==> src/rtl/mips_multicycle_ctrl.sv <==
// Multi-cycle MIPS main control FSM: sequences ALU, memory, IR, PC, regfile.
// Ports: clk/rst, opcode/zero/mem_ready in; datapath controls, illegal, state_dbg, instr_retired out.
module mips_multicycle_ctrl #(
  parameter int COUNT_W = 16
) (
  input  logic               clk,
  input  logic               rst,
  input  logic [5:0]         opcode,
  input  logic               zero,
  input  logic               mem_ready,
  output logic [5:0]         alu_opcode,
  output logic               alu_src_a,
  output logic [1:0]         alu_src_b,
  output logic [1:0]         pc_src,
  output logic               pc_write,
  output logic               ir_write,
  output logic               iord,
  output logic               mem_read,
  output logic               mem_write,
  output logic               reg_write,
  output logic               reg_dst,
  output logic               mem_to_reg,
  output logic               illegal,
  output logic [3:0]         state_dbg,
  output logic [COUNT_W-1:0] instr_retired
);

  typedef enum logic [3:0] {
    FETCH    = 4'd0,
    DECODE   = 4'd1,
    MEM_ADDR = 4'd2,
    MEM_RD   = 4'd3,
    WB_LOAD  = 4'd4,
    MEM_WR   = 4'd5,
    EXEC_R   = 4'd6,
    WB_R     = 4'd7,
    BRANCH   = 4'd8,
    JUMP     = 4'd9,
    TRAP     = 4'd10
  } state_t;

  localparam logic [5:0] OP_R   = 6'h00;
  localparam logic [5:0] OP_J   = 6'h02;
  localparam logic [5:0] OP_BEQ = 6'h04;
  localparam logic [5:0] OP_LW  = 6'h23;
  localparam logic [5:0] OP_SW  = 6'h2B;

  state_t state, next;
  logic   retire;
  logic   pc_write_raw, ir_write_raw, mem_read_raw;
  logic   mem_write_raw, reg_write_raw;

  always_ff @(posedge clk) begin
    if (rst) begin
      state         <= FETCH;
      instr_retired <= '0;
    end else begin
      state <= next;
      if (retire)
        instr_retired <= instr_retired + 1'b1;
    end
  end

  always_comb begin
    next          = state;
    retire        = 1'b0;
    alu_opcode    = OP_LW;
    alu_src_a     = 1'b0;
    alu_src_b     = 2'b00;
    pc_src        = 2'b00;
    pc_write_raw  = 1'b0;
    ir_write_raw  = 1'b0;
    iord          = 1'b0;
    mem_read_raw  = 1'b0;
    mem_write_raw = 1'b0;
    reg_write_raw = 1'b0;
    reg_dst       = 1'b0;
    mem_to_reg    = 1'b0;
    illegal       = 1'b0;
    unique case (state)
      FETCH: begin
        mem_read_raw = 1'b1;
        alu_src_b    = 2'b01;
        if (mem_ready) begin
          ir_write_raw = 1'b1;
          pc_write_raw = 1'b1;
          next         = DECODE;
        end
      end
      DECODE: begin
        alu_src_b = 2'b11;
        unique case (opcode)
          OP_R:         next = EXEC_R;
          OP_LW, OP_SW: next = MEM_ADDR;
          OP_BEQ:       next = BRANCH;
          OP_J:         next = JUMP;
          default:      next = TRAP;
        endcase
      end
      MEM_ADDR: begin
        alu_src_a = 1'b1;
        alu_src_b = 2'b10;
        unique case (opcode)
          OP_LW:   next = MEM_RD;
          OP_SW:   next = MEM_WR;
          // opcode changed mid-instruction: refuse to guess
          default: next = TRAP;
        endcase
      end
      MEM_RD: begin
        mem_read_raw = 1'b1;
        iord         = 1'b1;
        if (mem_ready) next = WB_LOAD;
      end
      WB_LOAD: begin
        reg_write_raw = 1'b1;
        mem_to_reg    = 1'b1;
        retire        = 1'b1;
        next          = FETCH;
      end
      MEM_WR: begin
        mem_write_raw = 1'b1;
        iord          = 1'b1;
        if (mem_ready) begin
          retire = 1'b1;
          next   = FETCH;
        end
      end
      EXEC_R: begin
        alu_src_a  = 1'b1;
        alu_opcode = OP_R;
        next       = WB_R;
      end
      WB_R: begin
        reg_write_raw = 1'b1;
        reg_dst       = 1'b1;
        retire        = 1'b1;
        next          = FETCH;
      end
      BRANCH: begin
        alu_src_a    = 1'b1;
        alu_opcode   = OP_BEQ;
        pc_src       = 2'b01;
        pc_write_raw = zero;
        retire       = 1'b1;
        next         = FETCH;
      end
      JUMP: begin
        pc_src       = 2'b10;
        pc_write_raw = 1'b1;
        retire       = 1'b1;
        next         = FETCH;
      end
      TRAP: begin
        illegal = 1'b1;
      end
      default: next = TRAP;
    endcase
  end

  // reset aborts whatever is in flight, so no strobe may escape this cycle
  assign pc_write  = pc_write_raw  & ~rst;
  assign ir_write  = ir_write_raw  & ~rst;
  assign mem_read  = mem_read_raw  & ~rst;
  assign mem_write = mem_write_raw & ~rst;
  assign reg_write = reg_write_raw & ~rst;
  assign state_dbg = state;

endmodule

==> config.mk <==
export PLATFORM = sky130hd
export DESIGN_NAME = mips_multicycle_ctrl
export DESIGN_NICKNAME = d
export VERILOG_FILES = /design/src/rtl/mips_multicycle_ctrl.sv
export SDC_FILE = /design/constraint.sdc
export NUM_CORES = 1
export LEC_CHECK = 0
export BUFFER_PORTS_ARGS = -buffer_cell sky130_fd_sc_hd__buf_4
export CAP_MARGIN = 20
export CORE_MARGIN = 2
export CORE_UTILIZATION = 40
export CTS_BUF_LIST = sky130_fd_sc_hd__clkbuf_8
export CTS_CLUSTER_SIZE = 20
export DETAILED_ROUTE_END_ITERATION = 8
export GPL_ROUTABILITY_DRIVEN = 0
export GPL_TIMING_DRIVEN = 0
export PLACE_DENSITY = 0.66
export SLEW_MARGIN = 20
export SYNTH_ARGS = -nofsm -noshare
export SYNTH_HDL_FRONTEND = slang
export SYNTH_SLANG_ARGS = --single-unit
==> constraint.sdc <==
create_clock -name clk -period 1.6 [get_ports clk]
set_input_delay 0.32 -clock clk [delete_from_list [all_inputs] [get_ports clk]]
set_output_delay 0.32 -clock clk [all_outputs]
set_load 0.01 [all_outputs]
==> results.ini <==
[routing]
antenna_left = 0
via_per_inst = 5.29
drt_iter0_markers = 54
wire_per_inst_um = 15.2
drt_wl_total_mm = 4.26
drc = 0
routed-via-count = 1480
first_pass_iters = 4

[global_routing]
grt_pass1_vias = 1297
antenna_found_initial = 0
grt_usage = 0.221
grt_max_degree = 12
overflow = 0
grt_pass1_wl_mm = 6.15

[logic_synthesis]
synth.distinct_cells = 41
synth_area_leaders = dfxtp_1 (31%), xor2_1 (9.6%), nor2_1 (6.7%), nand4_1 (5.4%), nor3_1 (3.9%)
ys_warn_count = 0
syn-cell-area_um2 = 1280
ys_seq_area_frac = 0.312
synth_largest_area_cell = dfxtp_1
syn-instance-count = 163
synth-main-ff-cell = dfxtp_1
avgSynthCellArea_um2 = 7.87
synth_top_area_frac = 0.312
yosys.area_share.simple = 0.337
synth_top_family_by_area = simple AND/OR/NAND/NOR gates
synthXorXnorAreaFrac = 0.116
synthArstFlopShare = 0
synth_mux_area_frac = 0.00780
synth_edf_count = 0
ys_ff_latch = 20
synth-compound-area-share = 0.129
synth_fa_ha_area_frac = 0.00976

[clock_network]
clk_pin_slew_ns = 0.07
h-tree-depth = 1
clk_latency_ns = 0.26
cts.path.max_buffers = 2
root_buffer = clkbuf_8
numClockSinks = 20
cts_tree = done
cts_buffers = 3

[timing]
period_share = 1.17
final-hold-violation-count = 0
worstMarginPinSlew_ns = 0.555
min_period_ns = 1.87
finalSetupViolations = 32
rsz0062_at_grt = true
relSlewSlack = 0.630
clock_skew_ns = 0.00147
worst_slack_ns = -0.268
timing.final.max_slew_violations = 0
max_freq_mhz = 535

[floorplan]
io_pins = 50
start_util = 0.420
rows = 20
die_height_um = 60.6
fp.dieW_um = 60.6
core_area_um2 = 3050
die_area_um2 = 3680

[worst_setup_path]
critical_path_arrival_ns = 1.55
critPathBufInv = 3
crit_chain = or3b_1 > buf_6 > o21ai_4 > nand2_2 > buf_6 > buf_6
critPathKind = reg -> out
worst_path_max_delay_cell = or3b_1
critPathRequiredTime_ns = 1.28
cp_max_fo = 6
cp_slowest_stage_delay_ns = 0.39
critPathLaunchType = flip-flop
critical-path-top-delay-family = simple AND/OR/NAND/NOR gates
crit_top_cell = buf_6
rrSetupSlack_ns = -0.13
cp-end-kind = output port

[layout]
multi_input_area_um2 = 972
seq_area_um2 = 415
num_antenna_cells = 0
fin_nets = 248
synthToLayoutAreaGrowth_pct = 71.8
instances_no_fill = 280
n_fill_cell = 230
post-route-util = 0.722
drive_gt1_frac = 0.513

[placement]
dpl.cell_count = 255
place_hpwl_mm = 2.57
portBuffers = 47

[pwr]
p_leak_nw = 0.947
power_mw = 3.24
vdd.ir_drop.worst_uv = 848
p_per_area_nw_per_um2 = 1470

[hold_path]
hold_path_class = in -> reg

[outcome]
status = finished, violations left
violations = setup timing

[run]
drv_cap = 0

-- registers in the layout, summed over array words and instances (netlist names) --
| name | count |
|---|---|
| state_dbg | 4 |
| instr_retired | 16 |
-- worst register-to-register path, stage by stage (launching register included) --
cell and delay (ns):
dfxtp_4 0.36, or3b_1 0.39, buf_6 0.15, buf_6 0.12, o31ai_4 0.08, buf_6 0.17, nand4_1 0.11, xor2_1 0.18
nor2_1 0.05
-- kinds of logic after synthesis --
| family | Yosys count |
|---|---|
| AOI/OAI and AO/OA | 22 |
| xor gates and xnor gates | 17 |
| adders and majority gates | 1 |
| buffers and inverters | 20 |
| DFF | 20 |
| muxes | 1 |
| other | 1 |
| and+or+nand+nor | 81 |
-- power breakdown --
group / internal, mW / switching (mW)
Clock: 0.219 / 0.166
Combinational: 1.15 / 1.04
Sequential: 0.575 / 0.0823
Total: 1.95 / 1.29
-- final timing paths --
check | start | endpoint | cells after the start
max reg2reg | state_dbg[1]$_SDFFE_PP0P_ | instr_retired[14]$_SDFFE_PP0P_ | 8
min | rst | state_dbg[2]$_SDFFE_PP0P_ | 2
max | state_dbg[1]$_SDFFE_PP0P_ | alu_opcode[5] | 6
min reg2reg | instr_retired[15]$_SDFFE_PP0P_ | instr_retired[15]$_SDFFE_PP0P_ | 2
-- synth_stat cells (3+ instances only) --
master,n
a211oi_1,3
a21oi_1,3
and3_1,7
buf_4,5
clkbuf_1,7
dfxtp_1,20
inv_1,5
nand2_1,5
nand2b_1,6
nand3_1,4
nand4_1,11
nor2_1,23
nor2b_1,5
nor3_1,10
o21ai_0,5
xnor2_1,3
xor2_1,14
-- through the flow --
| step | setup TNS [ns] | area [µm²] | setup WS (ns) | hold slack, ns |
|---|---|---|---|---|
| 6_report | -3.48 | 2200 | -0.268 | 0.362 |
| 5_1_grt | -5.36 | 2200 | -0.299 | 0.345 |
| 4_1_cts | -4.49 | 1980 | -0.252 | 0.296 |
| 3_5_place_dp | -1.79 | 1700 | -0.154 | 0.509 |
| 3_3_place_gp | -1.63 | 1700 | -0.150 | 0.495 |
| 2_1_floorplan | 0 | 1290 | 0.00990 | 0.423 |
-- what timing repair did --
item                       CTS  global route
buffers inserted            13             9
setup endpoints to repair   35            36
gates cloned                 1             0
resized for setup           37            37
pin swaps                    9            15
hold buffers                 0             0
-- metal layers --
layer  track usage  vias to the layer above  share of wire
li1              -                      718              -
met3        0.0384                        3          0.046
met2         0.369                       54           0.53
met4        0.0373                        0         0.0035
met1         0.305                      705           0.42
met5             0                        -              0
-- cell usage in the layout, fill, tap and decap left out, drive strengths merged, types with 5 or more instances in the layout --
master	instances
buf	80
nor2	23
dfxtp	20
xor2	14
nor2b	5
and3	7
nand2	5
o21ai	6
nand2b	6
nor3	10
nand4	11
clkbuf	7
-- cell type report --
class                           instances  area share
Buffer                                 14      0.0562
Clock buffer                            4      0.0250
Inverter                                5      0.0102
Multi-Input combinational cell        124       0.441
Sequential cell                        20       0.189
Tap cell                               44      0.0250
Timing Repair Buffer                   69       0.254
Power figures use the tool's default switching activity.
